### src/rtl/serial_arith_pkg.sv
// Shared types and limits for the bit-serial arithmetic blocks.
package serial_arith_pkg;

  localparam int MAX_WIDTH = 16;

  typedef enum logic [1:0] {
    IDLE = 2'd0,
    RUN  = 2'd1,
    DONE = 2'd2
  } state_e;

endpackage

### src/rtl/serial_bit_adder.sv
// One-bit full adder cell with a registered carry for bit-serial addition.
module serial_bit_adder (
  input  logic clk,
  input  logic rst_n,
  input  logic ena,
  input  logic clr,
  input  logic x,
  input  logic y,
  output logic s,
  output logic c
);

  logic carry_q, carry_d;

  assign s = x ^ y ^ carry_q;
  assign c = (x & y) | (x & carry_q) | (y & carry_q);

  always_comb begin
    carry_d = clr ? 1'b0 : c;
  end

  always_ff @(posedge clk) begin
    if (!rst_n) begin
      carry_q <= 1'b0;
    end else if (ena) begin
      carry_q <= carry_d;
    end
  end

endmodule

### src/rtl/serial_adder_ctrl.sv
// Bit-serial WIDTH-bit adder: latches operands on start, adds LSB first,
// and presents sum/cout with a one-cycle done pulse.
//
// state | meaning
// IDLE  | waiting for start
// RUN   | one operand bit added per enabled cycle
// DONE  | sum/cout newly valid, done asserted
module serial_adder_ctrl
  import serial_arith_pkg::*;
#(
  parameter int WIDTH = 8
) (
  input  logic             clk,
  input  logic             rst_n,
  input  logic             ena,
  input  logic             start,
  input  logic [WIDTH-1:0] a,
  input  logic [WIDTH-1:0] b,
  output logic             busy,
  output logic             done,
  output logic [WIDTH-1:0] sum,
  output logic             cout
);

  localparam int CNT_W = $clog2(WIDTH + 1);
  localparam logic [CNT_W-1:0] LAST = CNT_W'(WIDTH - 1);

  if (WIDTH < 1 || WIDTH > MAX_WIDTH) begin : g_width_check
    $error("serial_adder_ctrl: WIDTH out of range");
  end

  state_e           state_q, state_d;
  logic [CNT_W-1:0] cnt_q, cnt_d;
  logic [WIDTH-1:0] sha_q, sha_d;
  logic [WIDTH-1:0] shb_q, shb_d;
  logic [WIDTH-1:0] acc_q, acc_d;
  logic [WIDTH-1:0] sum_q, sum_d;
  logic             cout_q, cout_d;
  logic [WIDTH-1:0] acc_shift;
  logic             bit_s, bit_c;
  logic             load, step;

  assign load = ena && start && (state_q == IDLE || state_q == DONE);
  assign step = ena && (state_q == RUN);

  serial_bit_adder u_bit (
    .clk  (clk),
    .rst_n(rst_n),
    .ena  (load | step),
    .clr  (load),
    .x    (sha_q[0]),
    .y    (shb_q[0]),
    .s    (bit_s),
    .c    (bit_c)
  );

  // New sum bit enters at the MSB so after WIDTH steps bit 0 sits at the LSB.
  if (WIDTH > 1) begin : g_acc_wide
    assign acc_shift = {bit_s, acc_q[WIDTH-1:1]};
  end else begin : g_acc_one
    assign acc_shift = bit_s;
  end

  always_ff @(posedge clk) begin
    if (!rst_n) begin
      state_q <= IDLE;
    end else begin
      state_q <= state_d;
    end
  end

  always_comb begin
    state_d = state_q;
    if (ena) begin
      case (state_q)
        IDLE:    if (start) state_d = RUN;
        RUN:     if (cnt_q == LAST) state_d = DONE;
        DONE:    state_d = start ? RUN : IDLE;
        default: state_d = IDLE;
      endcase
    end
  end

  always_comb begin
    busy = (state_q == RUN);
    done = (state_q == DONE);
  end

  always_comb begin
    sha_d  = sha_q;
    shb_d  = shb_q;
    acc_d  = acc_q;
    cnt_d  = cnt_q;
    sum_d  = sum_q;
    cout_d = cout_q;
    if (load) begin
      sha_d = a;
      shb_d = b;
      acc_d = '0;
      cnt_d = '0;
    end else if (step) begin
      sha_d = sha_q >> 1;
      shb_d = shb_q >> 1;
      acc_d = acc_shift;
      cnt_d = cnt_q + CNT_W'(1);
      if (cnt_q == LAST) begin
        sum_d  = acc_shift;
        cout_d = bit_c;
      end
    end
  end

  always_ff @(posedge clk) begin
    if (!rst_n) begin
      sha_q  <= '0;
      shb_q  <= '0;
      acc_q  <= '0;
      cnt_q  <= '0;
      sum_q  <= '0;
      cout_q <= 1'b0;
    end else begin
      sha_q  <= sha_d;
      shb_q  <= shb_d;
      acc_q  <= acc_d;
      cnt_q  <= cnt_d;
      sum_q  <= sum_d;
      cout_q <= cout_d;
    end
  end

  assign sum  = sum_q;
  assign cout = cout_q;

endmodule

### config.mk
export PLATFORM = sky130hd
export DESIGN_NAME = serial_adder_ctrl
export DESIGN_NICKNAME = d
export VERILOG_FILES = /design/src/rtl/serial_arith_pkg.sv /design/src/rtl/serial_bit_adder.sv /design/src/rtl/serial_adder_ctrl.sv
export SDC_FILE = /design/constraint.sdc
export NUM_CORES = 1
export LEC_CHECK = 0
export BUFFER_PORTS_ARGS = -buffer_cell sky130_fd_sc_hd__buf_2
export CORE_ASPECT_RATIO = 0.7
export CORE_UTILIZATION = 45
export DETAILED_ROUTE_END_ITERATION = 16
export GPL_TIMING_DRIVEN = 0
export PLACE_DENSITY = 0.65
export SETUP_SLACK_MARGIN = 0.5
export SLEW_MARGIN = 15
export SYNTH_ARGS = -nofsm -noshare
export SYNTH_HDL_FRONTEND = slang
export SYNTH_HIERARCHICAL = 1
export SYNTH_SLANG_ARGS = --single-unit
### constraint.sdc
create_clock -name clk -period 2.45 [get_ports clk]
set_input_delay 0.245 -clock clk [delete_from_list [all_inputs] [get_ports clk]]
set_output_delay 0.245 -clock clk [all_outputs]
set_load 0.005 [all_outputs]
# --- Word level (Yosys, flattened, before mapping) ---
# Cells that the tools add are included.
op_classes:
  addsub: 1
  n_eq_ne: 5
  muxes: 9
  n_bitwise: 10
  n_reduce_logical: 9
op_table:
  columns: ["operator", "count"]
  rows:
  - ["two-way mux 8 bit", 4]
  - ["one-hot mux 2 bit (3 select lines)", 1]
  - ["AND reduction 3 bit", 2]
  - ["adder 4 x 1 -> 4 bit, second input constant", 1]
  - ["equality test 4 x 3 -> 1 bit, second input constant", 1]
  - ["two-way mux 2 bit", 2]
  - ["bitwise AND 1 bit", 3]
  - ["logical AND 1 bit", 3]
  - ["OR 1 bit", 3]
  - ["equality test 2 x 1 -> 1 bit, second input constant", 1]
  - ["equality test 2 bit, second input constant", 1]
  - ["zero test 2 bit", 1]
  - ["two-way mux 1 bit", 2]
  - ["inequality test 2 x 1 -> 1 bit, second input constant", 1]
  - ["inequality test 2 bit, second input constant", 1]
  - ["inverter 1 bit", 2]
  - ["nonzero test 2 bit", 1]
  - ["OR reduction 2 bit", 1]
  - ["bitwise XOR 1 bit", 2]
  - ["logical OR 1 bit", 1]
word_totals:
  ff_bits: 40
  in_bits: 20
  output_inout_bits: 11
  wordCells: 42

# --- Longest topological paths before layout ---
depth:
  ltp_word: 5
  mapped_depth: 5
  ltp_nobuf: 4

# --- By module ---
# Netlist, hierarchy kept.
by_module_without_submodules:
  columns: ["module", "instances", "cells_each", "area_per_inst_um2", "seq_area_each_um2"]
  rows:
  - ["serial_adder_ctrl", 1, 174, 1550.2, 760.7]
  - ["serial_bit_adder", 1, 5, 60.1, 20.0]

# --- Worst setup path after synthesis ---
# No wires, ideal clock.
synth_path:
  path_kind: "reg2reg"
  start: "register state_q[1]"
  end: "register cnt_q[3]"
  setup_time_ns: 0.122
  arrival_ns: 1.041
  setup_slack_ns: 1.288
  stages_incl_launch_ff: 6
  synth_period_minus_slack_ns: 1.162
  path_cell_list: "dfxtp_1 -> nand3b_2 -> buf_6 -> buf_2 -> o21ai_0 -> a21oi_1"
synth_via:
  elab_chain_len: 4
  word_cells_on_any_way: 7
  cone_classes: "2 x eq/ne; 5 x reduce/logical"
synth_lines:
  columns: ["element", "line_no", "text"]
  rows:
  - ["from (decl)", "serial_adder_ctrl.sv:32", "state_e state_q, state_d;"]
  - ["from (signal assigned)", "serial_adder_ctrl.sv:68", "state_q <= state_d;"]
  - ["equality test 2 bit / zero test 2 bit (equally long branches)", "serial_adder_ctrl.sv:43", "assign load = ena && start && (state_q == IDLE || state_q == DONE);"]
  - ["logical OR 1 bit", "serial_adder_ctrl.sv:43", null]
  - ["logical AND 1 bit", "serial_adder_ctrl.sv:43", null]
  - ["OR reduction 2 bit (no source line)", null, null]
  - ["to (signal assigned)", "serial_adder_ctrl.sv:125", "cnt_q <= cnt_d;"]
  - ["to (decl)", "serial_adder_ctrl.sv:33", "logic [CNT_W-1:0] cnt_q, cnt_d;"]
# Parallel ways exist; a longest one is shown, timed or not.
# A chain may end at the register's enable or synchronous reset.

# --- Final worst setup path ---
layout_path:
  start: "register state_q[0]"
  end: "register sha_q[5]"
layout_via:
  elab_chain_len: 4
  word_cells_on_any_way: 8
  cone_classes: "2 x eq/ne; 1 x mux; 5 x reduce/logical"
layout_lines:
  columns: ["element", "line_no", "text"]
  rows:
  - ["equality test 2 bit / zero test 2 bit (equally long branches)", "serial_adder_ctrl.sv:43", null]
  - ["logical OR 1 bit (*)", "serial_adder_ctrl.sv:43", null]
  - ["logical AND 1 bit (*)", "serial_adder_ctrl.sv:43", null]
  - ["named net load", "serial_adder_ctrl.sv:41", "logic load, step;"]
  - ["two-way mux 8 bit / nonzero test 2 bit (equally long branches)", null, null]
  - ["to (signal assigned)", "serial_adder_ctrl.sv:115", "sha_q <= '0;"]
  - ["to (signal assigned)", "serial_adder_ctrl.sv:122", "sha_q <= sha_d;"]
  - ["to (decl)", "serial_adder_ctrl.sv:34", "logic [WIDTH-1:0] sha_q, sha_d;"]
# The timed path passes the listed nets; every way through them passes the cells marked *.

==> results.sh <==
export IMPL_crit_path_frequent_cell="a21oi_1"
export IMPL_ys_warn_count=6
export IMPL_power_total_mw=1.41
export IMPL_grt_ovfl_total=0
export IMPL_grt_pass1_wl_mm=5.45
export IMPL_final_antenna_net_count=0
export IMPL_cts_hold_buf=0
export IMPL_fill_cells=319
export IMPL_clockBufferDepth=2
export IMPL_fmax_ghz=0.744
export IMPL_rr_endpoint="sha_q[5]$_SDFFE_PN0P_"
export IMPL_grt_usage_pct=19.5
export IMPL_fin_setup_tns_ns=0
export IMPL_slew_headroom_pct=67.8
export IMPL_power_leakage_nw=0.774
export IMPL_drive_gt1_share_pct=25.8
export IMPL_postLayoutSetupSlackWorst_ns=1.11
export IMPL_ctsHtreeMaxLevel=2
export IMPL_postCtsResizedCells=0
export IMPL_worst_ep_required_time_ns=2.63
export IMPL_cts_clk_slew_worst_paths_ns=0.07
export IMPL_hold_viol_final=0
export IMPL_start_util_pct=49.2
export IMPL_die_h_um=52.1
export IMPL_rows=17
export IMPL_r2r_start="state_q[0]$_SDFFE_PN0P_"
export IMPL_die_area_mm2=0.00383
export IMPL_fin_crit_ns=1.34
export IMPL_port_buffers=30
export IMPL_grt_max_degree=14
export IMPL_worst_clock_skew_ns=0.00496
export IMPL_slowest_delay_ns=0.44
export IMPL_place_ws_ns=1.12
export IMPL_drtIter0Drc=77
export IMPL_synthDistinctLibCells=29
export IMPL_clk_latency_ns=0.29
export IMPL_post_route_cell_area_mm2=0.00196
export IMPL_endpoint_kind="register"
export IMPL_drc=0
export IMPL_gp_congestion=0.764
export IMPL_tightest_slew_ns=0.483
export IMPL_synthArstFlopShare_pct=0
export IMPL_placed_area_mm2=0.00182
export IMPL_synth_edf_count=0
export IMPL_critPathLaunchType="register"
export IMPL_synth_nets=201
export IMPL_synthFlopType="dfxtp_1"
export IMPL_p_per_area_mw_per_mm2=720
export IMPL_synth_yosys_seq_area_share_pct=48.5
export IMPL_status="finished clean"
export IMPL_slowest_stage="dfxtp_1"
export IMPL_hold_slack_ns=0.190
export IMPL_area_growth_pct=21.4
export IMPL_path_cells="nand3b_2 > inv_1 > buf_4 > a21oi_1 > a21oi_1"
export IMPL_firstDrtPassIters=4
export IMPL_hp_class="input pin to register"
export IMPL_crit_end="sha_q[5]$_SDFFE_PN0P_"
export IMPL_grt_pass1_vias=1246
export IMPL_syn_inst=179
export IMPL_coreArea_mm2=0.00328
export IMPL_num_vias=1383
export IMPL_post_cts_buffers=0
export IMPL_dieWidth_um=73.5
export IMPL_cts_tree="yes"
export IMPL_io_pin_count=31
export IMPL_cp_startpoint="state_q[0]$_SDFFE_PN0P_"
export IMPL_antenna_found_initial=0
export IMPL_cts_buffers=5
export IMPL_hpwl_mm=2.39
export IMPL_r2r_setup_slack_ns=1.11
export IMPL_synth_area_per_cell_um2=9.00
export IMPL_holdPathStages=3
export IMPL_antenna_cells=0
export IMPL_wl_mm=3.28
export IMPL_slew_violations=0
export IMPL_fin_crit_sh_pct=54.9
export IMPL_synth_seq_cells=39
export IMPL_reg2reg_depth=5
export IMPL_setup_violations_final=0
export IMPL_final_nets=238
export IMPL_cap_viol_max_count=0
export IMPL_min_from="b[7]"
export IMPL_cts_root_buf="clkbuf_8"
export IMPL_rsz0062_at_grt="no"
export IMPL_critical_path_class="register to register"
export IMPL_via_per_inst=5.24
export IMPL_worstPathArrival_ns=1.52
export IMPL_wl_per_cell_um=12.4
export IMPL_peakVddDrop_v=0.000352
export IMPL_synth_area_mm2=0.00161
export IMPL_cts_num_sinks=39
export IMPL_crit_fanout=10
==> metrics by stage <==
| stage | cells | utilization, % |
|---|---|---|
| 2_1_floorplan | 179 | - |
| 3_3_place_gp | 256 | 55.5 |
| 3_5_place_dp | 256 | 55.5 |
| 4_1_cts | 264 | 59.7 |
| 5_1_grt | 264 | 59.7 |
| 6_report | 264 | 59.7 |
==> worst min path at each step <==
stage / endpoint / slack (ns)
4_1_cts: shb_q[7]$_SDFFE_PN0P_ / 0.19
3_5_place_dp: sum[7]$_SDFFE_PN0P_ / 0.44
6_report: shb_q[7]$_SDFFE_PN0P_ / 0.19
5_1_grt: sha_q[7]$_SDFFE_PN0P_ / 0.19
2_1_floorplan: state_q[0]$_SDFFE_PN0P_ / 0.36
3_3_place_gp: sha_q[3]$_SDFFE_PN0P_ / 0.44
==> synthesized netlist by cell type (3+ instances only) <==
library cell | count | area [µm²]
mux2i_1 | 9 | 90.1
a21oi_1 | 24 | 120
buf_2 | 4 | 20.0
a22oi_1 | 3 | 22.5
o21a_1 | 7 | 52.6
buf_4 | 5 | 37.5
inv_1 | 3 | 11.3
o21ai_0 | 6 | 30.0
nor3_1 | 3 | 15.0
dfxtp_1 | 39 | 781
nand3_1 | 6 | 30.0
o221a_2 | 6 | 67.6
nand2_1 | 44 | 165
==> critical path: cells and delay by family, from the launching register on <==
kind,cells,cell delay (ns)
simple gates,1,0.29
compound gates,2,0.23
buf+inv,2,0.27
flops,1,0.44
==> placed cells by master, fill, tap and decap left out, drive strengths merged, types with 6 or more instances in the layout <==
cell type	count
mux2i	9
o21a	7
clkbuf	7
o21ai	6
a21oi	24
o221a	6
nand3	6
nand2	44
dfxtp	39
buf	40
==> registers in the layout, summed over array words and instances, names as in the netlist <==
register       flops
state_q            2
sum                8
shb_q              8
sha_q              8
u_bit/carry_q      1
cnt_q              4
acc_q              7
cout               1
==> power by group <==
group          internal [mW]  total (mW)  switching, mW
registers              0.655       0.669         0.0135
clock network          0.406       0.630          0.224
logic                 0.0499       0.109         0.0588
==> final cells by class <==
cell class                 count  area (µm²)  area share [%]
buffer                        12        76.3            3.90
clock buffer                   5        68.8            3.52
clock inverter                 3        67.6            3.45
inverter                       3        11.3           0.576
multi-input combinational    125         742            37.9
sequential                    39         781            39.9
tap                           47        58.8            3.01
timing repair buffer          30         150            7.68
==> routing by layer <==
metal  vias to the layer above  GRT usage (%)  wire length [µm]
li1                        692              -                 -
met1                       651           23.6              1650
met2                        33           32.4              1440
met3                         7           5.23               148
met4                         0           8.97                46
met5                         -              0                 0
==> kinds of logic after synthesis <==
group,after synthesis,share of synthesized area (%)
buffers and inverters,15,5.44
XOR/XNOR,1,0.544
AND/OR/NAND/NOR,64,18.3
flip-flops,39,48.5
AO/OA/AOI/OAI,49,19.6
adder cells (fa/ha/maj),2,2.02
multiplexers,9,5.59
No activity file was read; power rests on OpenSTA's default activity.
